### src/rtl/alu_pkg.sv
// Shared definitions for the ALU component: operation codes, FSM states and
// datapath sizing defaults.
package alu_pkg;

    localparam int ALU_WIDTH  = 16;
    localparam int OP_BITS    = 3;
    localparam int SHIFT_BITS = 4;

    typedef enum logic [OP_BITS-1:0] {
        OP_ADD = 3'b000,
        OP_SUB = 3'b001,
        OP_AND = 3'b010,
        OP_OR  = 3'b011,
        OP_SLT = 3'b100,
        OP_SLL = 3'b101,
        OP_SRA = 3'b110,
        OP_MUL = 3'b111
    } op_e;

    typedef enum logic [1:0] {
        ST_IDLE    = 2'b00,
        ST_MUL_RUN = 2'b01,
        ST_DONE    = 2'b10
    } state_e;

endpackage

### src/rtl/alu_component_if.sv
// Request/response bundle between the operand muxes and the ALU component.
interface alu_component_if
    import alu_pkg::*;
#(
    parameter int WIDTH = ALU_WIDTH
);

    logic               start;
    logic [OP_BITS-1:0] op;
    logic [WIDTH-1:0]   a;
    logic [WIDTH-1:0]   b;
    logic [WIDTH-1:0]   result;
    logic               zero;
    logic               overflow;
    logic               busy;
    logic               done;

    modport master (
        output start, op, a, b,
        input  result, zero, overflow, busy, done
    );

    modport slave (
        input  start, op, a, b,
        output result, zero, overflow, busy, done
    );

endinterface

### src/rtl/alu_component_iterative_multiplier.sv
// Signed shift-add multiplier: works on operand magnitudes for MUL_CYCLES
// iterations and restores the sign on the way out.
module iterative_multiplier
    import alu_pkg::*;
#(
    parameter int WIDTH      = ALU_WIDTH,
    parameter int MUL_CYCLES = WIDTH
) (
    input  logic                 clock,
    input  logic                 reset,
    input  logic                 load,
    input  logic [WIDTH-1:0]     a,
    input  logic [WIDTH-1:0]     b,
    output logic [2*WIDTH-1:0]   product,
    output logic                 finished
);

    localparam int CW = $clog2(MUL_CYCLES + 1);

    logic [2*WIDTH-1:0] mcand_reg;
    logic [WIDTH-1:0]   mplier_reg;
    logic [2*WIDTH-1:0] acc_reg;
    logic [2*WIDTH-1:0] acc_next;
    logic [CW-1:0]      count_reg;
    logic               neg_reg;
    logic               active_reg;
    logic [WIDTH-1:0]   a_mag;
    logic [WIDTH-1:0]   b_mag;

    // The most negative value maps onto itself, which is its correct unsigned magnitude.
    assign a_mag = a[WIDTH-1] ? (~a + 1'b1) : a;
    assign b_mag = b[WIDTH-1] ? (~b + 1'b1) : b;

    // product is the post-iteration value, so it is meaningful on the edge where finished=1.
    always_comb begin
        acc_next = acc_reg + (mplier_reg[0] ? mcand_reg : '0);
        product  = neg_reg ? (~acc_next + 1'b1) : acc_next;
        finished = active_reg && (count_reg == CW'(MUL_CYCLES - 1));
    end

    always_ff @(posedge clock) begin
        if (reset) begin
            mcand_reg  <= '0;
            mplier_reg <= '0;
            acc_reg    <= '0;
            count_reg  <= '0;
            neg_reg    <= 1'b0;
            active_reg <= 1'b0;
        end else if (load) begin
            mcand_reg  <= {{WIDTH{1'b0}}, a_mag};
            mplier_reg <= b_mag;
            acc_reg    <= '0;
            count_reg  <= '0;
            neg_reg    <= a[WIDTH-1] ^ b[WIDTH-1];
            active_reg <= 1'b1;
        end else if (active_reg) begin
            acc_reg    <= acc_next;
            mcand_reg  <= mcand_reg << 1;
            mplier_reg <= mplier_reg >> 1;
            count_reg  <= count_reg + 1'b1;
            if (finished) begin
                active_reg <= 1'b0;
            end
        end
    end

endmodule

### src/rtl/alu_component.sv
// ALU with single-cycle logic/arithmetic ops and an iterative signed multiply;
// one request at a time, result announced by a one-cycle done pulse.
module alu_component
    import alu_pkg::*;
#(
    parameter int WIDTH      = ALU_WIDTH,
    parameter int MUL_CYCLES = WIDTH
) (
    input  logic          clock,
    input  logic          reset,
    alu_component_if.slave bus
);

    state_e             state_reg;
    state_e             state_next;
    op_e                op_sel;
    logic               accept;
    logic               mul_load;
    logic               mul_finished;
    logic [2*WIDTH-1:0] mul_product;
    logic [WIDTH:0]     mul_high;
    logic               mul_ovf;
    logic [WIDTH-1:0]   sum;
    logic [WIDTH-1:0]   diff;
    logic [WIDTH-1:0]   alu_result;
    logic               alu_ovf;
    logic [WIDTH-1:0]   result_reg;
    logic               zero_reg;
    logic               overflow_reg;

    assign op_sel   = op_e'(bus.op);
    assign accept   = (state_reg == ST_IDLE) && bus.start;
    assign mul_load = accept && (op_sel == OP_MUL);

    iterative_multiplier #(
        .WIDTH      (WIDTH),
        .MUL_CYCLES (MUL_CYCLES)
    ) u_mul (
        .clock    (clock),
        .reset    (reset),
        .load     (mul_load),
        .a        (bus.a),
        .b        (bus.b),
        .product  (mul_product),
        .finished (mul_finished)
    );

    // Representable in WIDTH signed bits only if the top WIDTH+1 bits are all equal.
    assign mul_high = mul_product[2*WIDTH-1:WIDTH-1];
    assign mul_ovf  = !((&mul_high) || !(|mul_high));

    assign sum  = bus.a + bus.b;
    assign diff = bus.a - bus.b;

    always_comb begin
        alu_result = '0;
        alu_ovf    = 1'b0;
        case (op_sel)
            OP_ADD: begin
                alu_result = sum;
                alu_ovf    = (bus.a[WIDTH-1] == bus.b[WIDTH-1]) && (sum[WIDTH-1] != bus.a[WIDTH-1]);
            end
            OP_SUB: begin
                alu_result = diff;
                alu_ovf    = (bus.a[WIDTH-1] != bus.b[WIDTH-1]) && (diff[WIDTH-1] != bus.a[WIDTH-1]);
            end
            OP_AND:  alu_result = bus.a & bus.b;
            OP_OR:   alu_result = bus.a | bus.b;
            OP_SLT:  alu_result[0] = $signed(bus.a) < $signed(bus.b);
            OP_SLL:  alu_result = bus.a << bus.b[SHIFT_BITS-1:0];
            OP_SRA:  alu_result = $unsigned($signed(bus.a) >>> bus.b[SHIFT_BITS-1:0]);
            default: alu_result = '0;
        endcase
    end

    always_comb begin
        state_next = state_reg;
        case (state_reg)
            ST_IDLE: begin
                if (bus.start) begin
                    state_next = (op_sel == OP_MUL) ? ST_MUL_RUN : ST_DONE;
                end
            end
            ST_MUL_RUN: begin
                if (mul_finished) begin
                    state_next = ST_DONE;
                end
            end
            ST_DONE: state_next = ST_IDLE;
            default: state_next = ST_IDLE;
        endcase
    end

    always_ff @(posedge clock) begin
        if (reset) begin
            state_reg    <= ST_IDLE;
            result_reg   <= '0;
            zero_reg     <= 1'b1;
            overflow_reg <= 1'b0;
        end else begin
            state_reg <= state_next;
            if (accept && (op_sel != OP_MUL)) begin
                result_reg   <= alu_result;
                zero_reg     <= (alu_result == '0);
                overflow_reg <= alu_ovf;
            end else if ((state_reg == ST_MUL_RUN) && mul_finished) begin
                result_reg   <= mul_product[WIDTH-1:0];
                zero_reg     <= (mul_product[WIDTH-1:0] == '0);
                overflow_reg <= mul_ovf;
            end
        end
    end

    assign bus.result   = result_reg;
    assign bus.zero     = zero_reg;
    assign bus.overflow = overflow_reg;
    assign bus.busy     = (state_reg == ST_MUL_RUN);
    assign bus.done     = (state_reg == ST_DONE);

endmodule
### src/flat_wrapper.sv
// flat-port wrapper written by rule: the top's interface ports become plain ports
module alu_component_flat import alu_pkg::*;
#(
    parameter int WIDTH      = ALU_WIDTH,
    parameter int MUL_CYCLES = WIDTH
)
  (clock, reset, bus_start, bus_op, bus_a, bus_b, bus_result, bus_zero, bus_overflow, bus_busy, bus_done);
  alu_component_if #(.WIDTH(WIDTH)) bus_i ();
  input  logic clock;
  input  logic reset;
  input wire logic [$bits(bus_i.start)-1:0] bus_start;
  input wire logic [$bits(bus_i.op)-1:0] bus_op;
  input wire logic [$bits(bus_i.a)-1:0] bus_a;
  input wire logic [$bits(bus_i.b)-1:0] bus_b;
  output wire logic [$bits(bus_i.result)-1:0] bus_result;
  output wire logic [$bits(bus_i.zero)-1:0] bus_zero;
  output wire logic [$bits(bus_i.overflow)-1:0] bus_overflow;
  output wire logic [$bits(bus_i.busy)-1:0] bus_busy;
  output wire logic [$bits(bus_i.done)-1:0] bus_done;
  assign bus_i.start = bus_start;
  assign bus_i.op = bus_op;
  assign bus_i.a = bus_a;
  assign bus_i.b = bus_b;
  assign bus_result = bus_i.result;
  assign bus_zero = bus_i.zero;
  assign bus_overflow = bus_i.overflow;
  assign bus_busy = bus_i.busy;
  assign bus_done = bus_i.done;
  alu_component #(.WIDTH(WIDTH), .MUL_CYCLES(MUL_CYCLES)) u_core (.clock(clock), .reset(reset), .bus(bus_i));
endmodule
### config.mk
export PLATFORM = sky130hd
export DESIGN_NAME = alu_component_flat
export DESIGN_NICKNAME = d
export VERILOG_FILES = /design/src/rtl/alu_pkg.sv /design/src/rtl/alu_component_if.sv /design/src/rtl/alu_component_iterative_multiplier.sv /design/src/rtl/alu_component.sv /design/src/flat_wrapper.sv
export SDC_FILE = /design/constraint.sdc
export NUM_CORES = 1
export LEC_CHECK = 0
export CAP_MARGIN = 0
export CORE_MARGIN = 4
export CORE_UTILIZATION = 35
export DETAILED_ROUTE_END_ITERATION = 8
export PLACE_DENSITY = 0.52
export SETUP_SLACK_MARGIN = 0.15
export SLEW_MARGIN = 10
export SYNTH_ARGS = -nofsm -noshare
export SYNTH_HDL_FRONTEND = slang
export SYNTH_SLANG_ARGS = --single-unit
### constraint.sdc
create_clock -name clock -period 5.6 [get_ports clock]
set_input_delay 0.84 -clock clock [delete_from_list [all_inputs] [get_ports clock]]
set_output_delay 0.84 -clock clock [all_outputs]
set_load 0.005 [all_outputs]
Word level (Yosys, flattened, before mapping)
Index checks and enable logic that the tools add are counted.

cells by class
  $add $sub $neg = 7
  order comparisons = 1
  equality and inequality tests = 17
  shift-type cells = 2
  mux-type cells = 24
  bitwise logic cells = 6
  reduce and logical (&&, ||, !) cells = 20

operators by type and width
  operator                                       count
  two-way mux 16 bit                             8
  one-hot mux 15 bit (6 select lines)            1
  two-way mux 32 bit                             2
  adder 16 x 1 -> 16 bit, second input constant  2
  adder 32 x 1 -> 32 bit, second input constant  1
  adder 32 bit                                   1
  zero test 16 bit                               2
  inverter 16 bit                                2
  inverter 32 bit                                1
  AND reduction 17 bit                           1
  OR reduction 17 bit                            1
  adder 16 bit                                   1
  bitwise AND 16 bit                             1
  less-than comparator 16 bit                    1
  bitwise OR 16 bit                              1
  << shifter 16 x 4 -> 16 bit                    1
  >>> shifter 16 x 4 -> 16 bit                   1
  subtractor 16 bit                              1
  == test 3 bit, second input constant           4
  logical AND 1 bit                              7
  two-way mux 1 bit                              7
  one-hot mux 1 bit (7 select lines)             1
  == test 3 x 2 -> 1 bit, second input constant  2
  two-way mux 2 bit                              3
  20 further kinds                               24

word-level totals
  bits in registers = 107
  input port bits = 38
  output and inout bits = 20
  word-level logic and storage cells = 88

Logic depth before layout (Yosys ltp)
  depth after elaboration = 11
  gate-level depth with buffers = 18
  mapped depth without buffers = 16

Hierarchy
A second synthesis with hierarchy kept.

second synthesis, totals
  cell total of the unflattened synthesis = 1,568
  area, all modules = 12,097.9 um2

by module, submodules not included
  module                instances  cells each  area an instance (um2)  sequential area each (um2)
  iterative_multiplier  1          873         7,000.5                 1,741.7
  alu_component         1          695         5,097.4                 400.4

Least setup slack after synthesis
OpenSTA, ideal clock, no wires.

  kind = input to register
  start point = input bus_b[1]
  end point = register u_core.zero_reg (netlist: u_core.bus.zero)
  library setup time = 74 ps
  arrival = 4,510 ps
  required time = 5,526 ps
  setup slack = 1,016 ps
  stages on the path = 16
  buffers on the path = 2
  cells stage by stage = buf_2 > buf_6 > inv_2 > ha_1 > a21o_1 > a21o_1 > a2111oi_0 > o21ai_1 > a2111oi_0 > nor3_1 > a21oi_1 > xnor2_1 > a211oi_1 > nand3_1 > or4_1 > a31oi_1

on the way
  cells in the longest elaborated chain, start to end = 4
  elaborated cells between the ends (all ways) = 11
  those cells by class = 2 x add/sub; 1 x order compare; 2 x shift; 3 x mux; 2 x bitwise; 1 x reduce/logical

RTL lines
  element                                                                                           RTL line              source
  start, declared                                                                                   flat_wrapper.sv:14    input wire logic [$bits(bus_i.b)-1:0] bus_b;
  subtractor 16 bit (tied with other cells)                                                         alu_component.sv:53   assign diff = bus.a - bus.b;
  one-hot mux 15 bit (6 select lines) / one-hot mux 1 bit (7 select lines) (equally long branches)  alu_component.sv:58   case (op_sel)
  zero test 16 bit (*)                                                                              alu_component.sv:104  zero_reg <= (alu_result == '0);
  two-way mux 1 bit (*)                                                                             alu_component.sv:102  if (accept && (op_sel != OP_MUL)) begin
  end signal, assigned                                                                              alu_component.sv:104
  end signal, assigned                                                                              alu_component.sv:108  zero_reg <= (mul_product[WIDTH-1:0] == '0);
  end, declared                                                                                     alu_component.sv:28   logic zero_reg;

Every way passes the cells marked *; elsewhere a longest branch is shown, timed or not.
A chain may end at the register's enable or synchronous reset.

Worst setup path after layout
  start point = register u_core.u_mul.mplier_reg[0]
  end point = register u_core.overflow_reg (netlist: u_core.bus.overflow)

on the way
  cells in the longest elaborated chain, start to end = 11
  elaborated cells between the ends (all ways) = 12
  those cells by class = 2 x add/sub; 4 x mux; 1 x bitwise; 5 x reduce/logical

RTL lines
  element                 RTL line                                  source
  start, declared         alu_component_iterative_multiplier.sv:21  logic [WIDTH-1:0] mplier_reg;
  start signal, assigned  alu_component_iterative_multiplier.sv:51  mplier_reg <= b_mag;
  start signal, assigned  alu_component_iterative_multiplier.sv:59  mplier_reg <= mplier_reg >> 1;
  two-way mux 32 bit (*)  alu_component_iterative_multiplier.sv:36  acc_next = acc_reg + (mplier_reg[0] ? mcand_reg : '0);
  adder 32 bit (*)        alu_component_iterative_multiplier.sv:36
  inverter 32 bit         alu_component_iterative_multiplier.sv:37  product = neg_reg ? (~acc_next + 1'b1) : acc_next;
  adder 32 x 1 -> 32 bit  alu_component_iterative_multiplier.sv:37
  two-way mux 32 bit (*)  alu_component_iterative_multiplier.sv:37
  OR reduction 17 bit     alu_component.sv:50                       assign mul_ovf = !((&mul_high) || !(|mul_high));
  zero test 1 bit         alu_component.sv:50
  logical OR 1 bit (*)    alu_component.sv:50
  zero test 1 bit (*)     alu_component.sv:50
  two-way mux 1 bit (*)   alu_component.sv:106                      end else if ((state_reg == ST_MUL_RUN) && mul_finished) begin
  two-way mux 1 bit (*)   alu_component.sv:102
  end signal, assigned    alu_component.sv:105                      overflow_reg <= alu_ovf;
  end signal, assigned    alu_component.sv:109                      overflow_reg <= mul_ovf;
  end, declared           alu_component.sv:29                       logic overflow_reg;

Every way passes the cells marked *; elsewhere a longest branch is shown, timed or not. The select of a mux whose other input is x is not followed.

==> flow_summary.json <==
{
  "h-tree-depth": 3,
  "final_cell_mix": "nor2_1, nand2_1, dfxtp_1, a21oi_1, mux2i_1",
  "utilization_pct": 39.7,
  "grtUsageMet3_pct": 2.07,
  "p_clk_share_pct": 32.5,
  "synth-seq-area-share_pct": 18.4,
  "synthArstFlopShare_pct": 0,
  "numCtsBuffers": 9,
  "synth_nets": 1682,
  "fin_crit_ns": 5.01,
  "synth_area_sq_mm": 0.0116,
  "cts_sinks": 107,
  "num_vias": 11600,
  "power_density_mw_per_mm2": 165,
  "fmax_mhz": 199,
  "cts_setup_buffers": 0,
  "netSwitchingFraction_pct": 34.2,
  "tightest_slew_ns": 0.904,
  "drv_cap": 0,
  "synth_edf_count": 0,
  "fin_skew_ns": 0.0165,
  "critPathLaunchType": "register",
  "dr.pass1.iters": 8,
  "critical_path_arrival_ns": 5.27,
  "boundaryPins": 58,
  "critical_path_class": "register to register",
  "nets": 1688,
  "viasPerCell": 5.75,
  "power_uw": 2130,
  "ant_nets": 0,
  "core_area_sq_mm": 0.0326,
  "synthToLayoutAreaGrowth_pct": 11.5,
  "final_common_cell": "nor2_1",
  "rsz0062_at_grt": "no",
  "p_sw_uw": 729,
  "p_int_uw": 1400,
  "wl_mm": 40.1,
  "tns_ns": 0,
  "avgSynthCellArea_sq_um": 7.46,
  "syn_inst": 1556,
  "power_leakage_uw": 0.00514,
  "grt_use_met1_pct": 28.9,
  "yosysTopAreaCellShare_pct": 18.4,
  "r2r_slack_ns": 0.59,
  "route.detailed.wl_per_inst_um": 20.0,
  "routabilityCongestion": 0.967,
  "final_hold_viol_count": 0,
  "ys_types": 82,
  "r2r-end": "u_core.bus.overflow$_SDFFE_PP0P_",
  "grt_max_degree": 64,
  "dp_hpwl_mm": 31.6,
  "dieWidth_um": 190,
  "drc": 0,
  "hold_class": "register to register",
  "maxSlewHeadroom_pct": 39.4,
  "overflow": 0,
  "place.port_buffers": 57,
  "synth_area_leaders": "dfxtp_1, ha_1, mux2i_1, nor2_1, xnor2_1",
  "fin_area_sq_mm": 0.0129,
  "grt-busiest-layer": "met2",
  "antenna_found_initial": 0,
  "drtIter0Drc": 809,
  "track_usage_pct": 21.8,
  "setup_viol": 0,
  "start_util_pct": 35.6,
  "required_ns": 5.86,
  "cts_buffer_depth": 2,
  "cts_tree": "yes",
  "endpoint_kind": "register",
  "crit_start": "u_core.u_mul.mplier_reg[0]$_SDFFE_PP0P_",
  "ys_warn_count": 0,
  "whs_ns": 0.471,
  "synth_area_leader_cell": "dfxtp_1",
  "cts_root_buf": "clkbuf_16",
  "pwr-share-comb_pct": 29.9,
  "grt_pass1_vias": 11000,
  "r2r_start": "u_core.u_mul.mplier_reg[0]$_SDFFE_PP0P_",
  "path_clk_slew_ns": 0.08,
  "ctsHoldBuffers": 0,
  "dpl_cell_area_sq_mm": 0.0126,
  "period_share_pct": 89.5,
  "cts_resized": 0,
  "vdd_drop_max_mv": 0.149,
  "worstRegToRegCells": 16,
  "diodes": 0,
  "die_height_um": 190,
  "status": "complete, no violations",
  "dieArea_sq_mm": 0.0362,
  "cp_max_fo": 7,
  "use_met2_pct": 38.2,
  "setup.worst_path.end": "u_core.bus.overflow$_SDFFE_PP0P_",
  "synth-seq-cells": 107,
  "insertion_delay_ns": 0.37,
  "grt_pass1_wl_mm": 63.2,
  "synthFlopType": "dfxtp_1",
  "drive_gt1_share_pct": 6.89,
  "pwr-share-seq_pct": 37.6,
  "rows": 66,
  "slew_viol_final": 0
}
## Yosys cell counts (all sizes together), types with 25 or more instances
| cell type | count |
|---|---|
| nor2 | 217 |
| dfxtp | 107 |
| nand2 | 107 |
| a21oi | 95 |
| clkbuf | 91 |
| mux2i | 89 |
| ha | 85 |
| o21ai | 85 |
| xnor2 | 68 |
| inv | 64 |
| a211oi | 63 |
| and2 | 42 |
| nand3 | 42 |
| nor3 | 31 |
| a21o | 25 |
## power by group through the flow
stage / combinational (uW) / sequential [uW] / clock, uW
2_1_floorplan: 413 / 810 / 0
3_3_place_gp: 631 / 820 / 0
3_5_place_dp: 629 / 820 / 0
4_1_cts: 632 / 802 / 712
5_1_grt: 693 / 805 / 735
6_report: 637 / 802 / 692
## metrics by stage
stage                     cells  setup WS [ns]
after floorplan            1556           1.02
after global placement     1993          0.262
after detailed placement   1993          0.267
after CTS                  2009          0.613
after global routing       2009          0.176
final                      2009          0.586
## kinds of logic (layout without fill, tap and decap cells)
group | Yosys count | after routing | synth area share, %
buffers and inverters | 177 | 188 | 6.09
XOR/XNOR | 90 | 90 | 6.79
AO/OA/AOI/OAI | 437 | 437 | 25.7
multiplexers | 107 | 107 | 11.0
flip-flops | 107 | 107 | 18.4
adder cells (fa/ha/maj) | 88 | 88 | 9.67
AND/OR/NAND/NOR | 550 | 550 | 22.3
## worst min path at each step
stage                                      start                                 to  slack (ns)  depth (start not counted)
3_5_place_dp   u_core.bus.result[3]$_SDFFE_PP0P_  u_core.bus.result[3]$_SDFFE_PP0P_        0.47                          2
3_3_place_gp   u_core.bus.result[3]$_SDFFE_PP0P_  u_core.bus.result[3]$_SDFFE_PP0P_        0.46                          2
2_1_floorplan  u_core.bus.result[3]$_SDFFE_PP0P_  u_core.bus.result[3]$_SDFFE_PP0P_        0.45                          2
4_1_cts        u_core.bus.result[3]$_SDFFE_PP0P_  u_core.bus.result[3]$_SDFFE_PP0P_        0.48                          2
6_report       u_core.bus.result[3]$_SDFFE_PP0P_  u_core.bus.result[3]$_SDFFE_PP0P_        0.47                          2
5_1_grt        u_core.bus.result[3]$_SDFFE_PP0P_  u_core.bus.result[3]$_SDFFE_PP0P_        0.50                          2
## area by class of cell
class | instances | area, sq um
fill | 3439 | 19700
multi-input combinational | 1272 | 8770
sequential | 107 | 2150
timing repair buffer | 107 | 931
tap | 442 | 553
inverter | 65 | 244
clock buffer | 10 | 239
clock inverter | 6 | 68.8
## per-layer routing
metal | vias to the layer above | wire length [um]
met3 | 43 | 1740
li1 | 5685 | -
met1 | 5505 | 17800
met4 | 0 | 820
met2 | 325 | 19800
met5 | - | 0
## worst max-delay path: stages, from the launching register on
cell       delay (ns)
dfxtp_1          0.41
and2_1           0.15
ha_1             0.15
inv_1            0.05
fa_1             0.38
nand2b_1         0.25
a2111oi_2        0.65
nor4_1           0.22
o31ai_1          0.55
a31oi_1          0.34
xnor2_1          0.59
nor2_1           0.19
a41oi_1          0.26
xnor2_1          0.16
o21ai_0          0.12
o41ai_1          0.34
nor2_1           0.07
(Power assumes the default switching activity.)
